[src/rtl/cnt2_seq_decoder.sv]
// Receive-side decoder for the 2-bit x-steered counter code: recovers x bits,
// flags illegal steps, tracks lock and packs recovered bits into words.
module cnt2_seq_decoder #(
  parameter int WORD_W    = 8,
  parameter int RELOCK    = 4,
  parameter int ERR_CNT_W = 8
) (
  input  logic                 clk,
  input  logic                 reset,
  input  logic                 code_valid,
  input  logic [1:0]           code_in,
  input  logic                 err_clr,
  output logic                 x_out,
  output logic                 x_valid,
  output logic                 err,
  output logic [ERR_CNT_W-1:0] err_cnt,
  output logic                 locked,
  output logic [WORD_W-1:0]    word_out,
  output logic                 word_valid
);

  // state | meaning
  // IDLE  | no reference code yet; first valid sample becomes prev
  // TRACK | locked; legal steps yield bits that are packed into words
  // LOST  | after an illegal step; counting consecutive legal steps to relock
  typedef enum logic [1:0] {IDLE, TRACK, LOST} state_t;

  localparam int BW = $clog2(WORD_W);
  localparam int RW = (RELOCK > 1) ? $clog2(RELOCK) : 1;
  localparam logic [BW-1:0] BIT_LAST    = BW'(WORD_W - 1);
  localparam logic [RW-1:0] RELOCK_LAST = RW'(RELOCK - 1);

  state_t            state;
  logic [1:0]        prev;
  logic [WORD_W-1:0] word;
  logic [BW-1:0]     bit_cnt;
  logic [RW-1:0]     relock_cnt;

  logic step_legal, step_has_bit, step_bit, err_now;

  always_comb begin
    step_legal   = 1'b1;
    step_has_bit = 1'b1;
    step_bit     = 1'b0;
    unique case ({prev, code_in})
      4'b00_01: step_bit = 1'b0;
      4'b00_10: step_bit = 1'b1;
      4'b01_10: step_bit = 1'b0;
      4'b01_01: step_bit = 1'b1;
      4'b11_00: step_bit = 1'b0;
      4'b11_01: step_bit = 1'b1;
      4'b10_11: step_has_bit = 1'b0;
      default: begin
        step_legal   = 1'b0;
        step_has_bit = 1'b0;
      end
    endcase
  end

  assign err_now = code_valid && (state != IDLE) && !step_legal;

  always_ff @(posedge clk or negedge reset) begin
    if (!reset) begin
      state      <= IDLE;
      prev       <= 2'b00;
      word       <= '0;
      bit_cnt    <= '0;
      relock_cnt <= '0;
      x_out      <= 1'b0;
      x_valid    <= 1'b0;
      err        <= 1'b0;
      err_cnt    <= '0;
      locked     <= 1'b0;
      word_out   <= '0;
      word_valid <= 1'b0;
    end else begin
      x_valid    <= 1'b0;
      err        <= 1'b0;
      word_valid <= 1'b0;

      // A clear coinciding with an error still counts that error.
      if (err_now)
        err_cnt <= err_clr ? ERR_CNT_W'(1) : ((&err_cnt) ? err_cnt : err_cnt + ERR_CNT_W'(1));
      else if (err_clr)
        err_cnt <= '0;

      if (code_valid) begin
        prev <= code_in;
        unique case (state)
          IDLE: begin
            state  <= TRACK;
            locked <= 1'b1;
          end
          TRACK: begin
            if (!step_legal) begin
              err        <= 1'b1;
              state      <= LOST;
              locked     <= 1'b0;
              relock_cnt <= '0;
              bit_cnt    <= '0;
              word       <= '0;
            end else if (step_has_bit) begin
              x_out   <= step_bit;
              x_valid <= 1'b1;
              word    <= {word[WORD_W-2:0], step_bit};
              if (bit_cnt == BIT_LAST) begin
                word_out   <= {word[WORD_W-2:0], step_bit};
                word_valid <= 1'b1;
                bit_cnt    <= '0;
              end else begin
                bit_cnt <= bit_cnt + BW'(1);
              end
            end
          end
          LOST: begin
            if (!step_legal) begin
              err        <= 1'b1;
              relock_cnt <= '0;
            end else if (relock_cnt == RELOCK_LAST) begin
              state      <= TRACK;
              locked     <= 1'b1;
              relock_cnt <= '0;
              bit_cnt    <= '0;
              word       <= '0;
            end else begin
              relock_cnt <= relock_cnt + RW'(1);
            end
          end
          default: state <= IDLE;
        endcase
      end
    end
  end

endmodule

[config.mk]
export PLATFORM = sky130hd
export DESIGN_NAME = cnt2_seq_decoder
export DESIGN_NICKNAME = d
export VERILOG_FILES = /design/src/rtl/cnt2_seq_decoder.sv
export SDC_FILE = /design/constraint.sdc
export NUM_CORES = 1
export LEC_CHECK = 0
export ABC_CLOCK_PERIOD_IN_PS = 2400
export BUFFER_PORTS_ARGS = -buffer_cell sky130_fd_sc_hd__buf_2
export CAP_MARGIN = 20
export CORE_MARGIN = 2
export CORE_UTILIZATION = 40
export DETAILED_ROUTE_END_ITERATION = 8
export PLACE_DENSITY = 0.7
export SKIP_CTS_REPAIR_TIMING = 1
export SYNTH_ARGS = -nofsm -noshare
export SYNTH_HDL_FRONTEND = slang
export SYNTH_SLANG_ARGS = --single-unit
[constraint.sdc]
create_clock -name clk -period 2.4 [get_ports clk]
set_input_delay 0.48 -clock clk [delete_from_list [all_inputs] [get_ports clk]]
set_output_delay 0.48 -clock clk [all_outputs]
set_load 0.03 [all_outputs]
==> flow_summary.ini <==
[status]
outcome = finished, final reports clean

[critical_path]
end_kind = flip-flop
rr_endpoint = bit_cnt[0]
cp-start-kind = flip-flop
worstSetupPathType = flip-flop to flip-flop
r2r_cells = 6
timing.rr.start = state[0]
critPathArrivalTime_ps = 2380
required_ps = 2570
crit_start = state[0]
cp_max_fo = 18
regToRegSetupSlack_ps = 190

[yosys]
synth.distinct_cells = 41
yosysWarningCount = 0
synthArstFlopShare_pct = 100
syn_inst = 178
yosys_register_bits = 37
ys.flop_type = dfrtp_1
synth_nets = 192
synth-seq-area-share_pct = 50.1
syn_area_um2 = 1850
synth_edf_count = 0
avgSynthCellArea_um2 = 10.4

[timing]
slew_headroom_pct = 46.5
clock.fmax_ghz = 0.452
rsz0062_at_grt = false
setup_violations = 0
layout_setup_ws_ps = 190
hold_violations = 0
fin_skew_ps = 8.15
finalMaxSlewViolations = 0
min_period_ps = 2210
fin_crit_sh_pct = 92.1
worstMarginPinSlew_ps = 802
setup_tns_ps = 0

[clocking]
cts_max_level = 2
cts_max_path_buffers = 2
tritoncts = built
root_buffer = clkbuf_8
clock_latency_ps = 290
numCtsBuffers = 5
cts_sinks = 37
clkTransAtPathRegs_ps = 80

[detailed_routing]
drt-initial-drc-count = 87
via_per_inst = 5.35
drt-total-wl_mm = 3.36
vias = 1401
first_pass_iters = 4
avgRoutedWirePerCell_um = 12.8
route.detailed.drc = 0
ant_nets = 0

[die]
rows = 24
core_um2 = 4410
start_util_pct = 41.9
die_h_um = 72.0
num_io_pins = 27
dieWidth_um = 72.0
die_area_um2 = 5180

[finish]
fillerInstances = 416
register_area_um2 = 926
multi_input_comb_area_um2 = 875
num_antenna_cells = 0
syn_to_final_growth_pct = 18.2
drive_above_1_share_pct = 26.2
nNetsFinal = 223
instances_no_fill = 262

[grt]
grt_pass1_vias = 1270
antenna_found_initial = 0
grtUsageTotal_pct = 14.3
grt_pass1_wl_mm = 5.85
grt_overflow = 0
grt_max_degree = 38

[worst_hold_path]
holdCritPathClass = input pin to asynchronous set/reset pin

[power]
p_per_area_nw_per_um2 = 929
p_leak_nw = 1.08
peakVddDrop_v = 0.000569

[place]
dp_hpwl_mm = 2.40
pre_cts_ws_ps = 187
place.gp.congestion = 0.748
dp_cells = 254
port_buffers = 26

[flow_run]
cap_violations = 0
metrics by stage:
stage | util, % | cell area [um2] | hold slack (ps) | power (W)
after floorplan | - | 1850 | 184 | 0.00124
final | 49.5 | 2190 | 268 | 0.00203
after global routing | 49.5 | 2190 | 355 | 0.00217
after detailed placement | 46.4 | 2050 | 472 | 0.00140
after CTS | 49.5 | 2190 | 310 | 0.00205
after global placement | 46.4 | 2050 | 470 | 0.00138
layer usage:
| layer | track usage (%) | vias up | routed length [um] |
|---|---|---|---|
| met5 | 0 | - | 0 |
| met4 | 5.66 | 0 | 42 |
| met3 | 3.47 | 5 | 148 |
| met2 | 21.6 | 33 | 1560 |
| met1 | 19.8 | 675 | 1610 |
| li1 | - | 688 | - |
worst max path at each step:
stage | end | cells after the start
finish | bit_cnt[0] | 6
global route | word[4] | 7
CTS | bit_cnt[0] | 6
detailed placement | bit_cnt[0] | 6
global placement | bit_cnt[0] | 6
floorplan | err_cnt[4] | 6
cells in the mapped netlist (2+ instances only):
master / instances / share of area [%]
nor3_1: 4 / 1.1
nand3_1: 3 / 0.81
nand2_1: 26 / 5.3
and4b_1: 2 / 1.1
and3_1: 3 / 1.0
a31oi_1: 2 / 0.68
dfrtp_1: 37 / 50
inv_1: 8 / 1.6
mux2i_1: 3 / 1.6
ha_1: 8 / 5.4
clkbuf_1: 4 / 0.81
mux2_2: 9 / 5.5
o21ai_0: 16 / 4.3
a21oi_1: 5 / 1.4
a32o_1: 3 / 1.6
a41oi_1: 2 / 0.95
nor2b_1: 7 / 2.4
nor2_1: 11 / 2.2
nand3b_1: 3 / 1.2
logic make-up (layout without fill, tap and decap cells):
family          Yosys count  count (layout)  synth area share [%]
fa+ha+maj                 8               8                  5.41
compound gates           40              40                  15.4
flops                    37              37                  50.1
simple gates             67              67                  18.8
buf+inv                  13              45                  2.64
mux                      13              13                  7.71
critical path, stage by stage, from the launching register on:
cell and delay, ps:
dfrtp_1 380, inv_1 80, ha_1 330, o211a_1 200, a221oi_2 400, nand2_1 390
a32o_1 320
state kept, by name, indices dropped and copies added, names as in the netlist:
name	flops
err_cnt	8
word_out	8
word	7
bit_cnt	3
prev	2
relock_cnt	2
state	2
err	1
locked	1
word_valid	1
x_out	1
x_valid	1
report_power, final:
part,switching [W],internal [W]
clock network,0.000230,0.000418
logic,0.000371,0.000216
registers,0.0000752,0.000719
total,0.000676,0.00135
layout by cell type, fill, tap and decap left out, types with 5 or more instances in the layout:
cell type  Yosys  routed
a21oi_1        5       5
o21ai_0       16      16
dfrtp_1       37      37
buf_2          0      26
inv_1          8       8
clkbuf_8       0       5
nor2b_1        7       7
ha_1           8       8
mux2_2         9       9
nor2_1        11      11
nand2_1       26      26
area by class of cell:
cell class / instances / share of cell area (%)
clock inverters: 3 / 3.15
clock buffers: 5 / 3.15
well taps: 52 / 2.98
repair buffers: 29 / 6.98
multi-input cells: 128 / 40.0
inverters: 8 / 1.37
flip-flops and latches: 37 / 42.4
(Power assumes the default switching activity.)
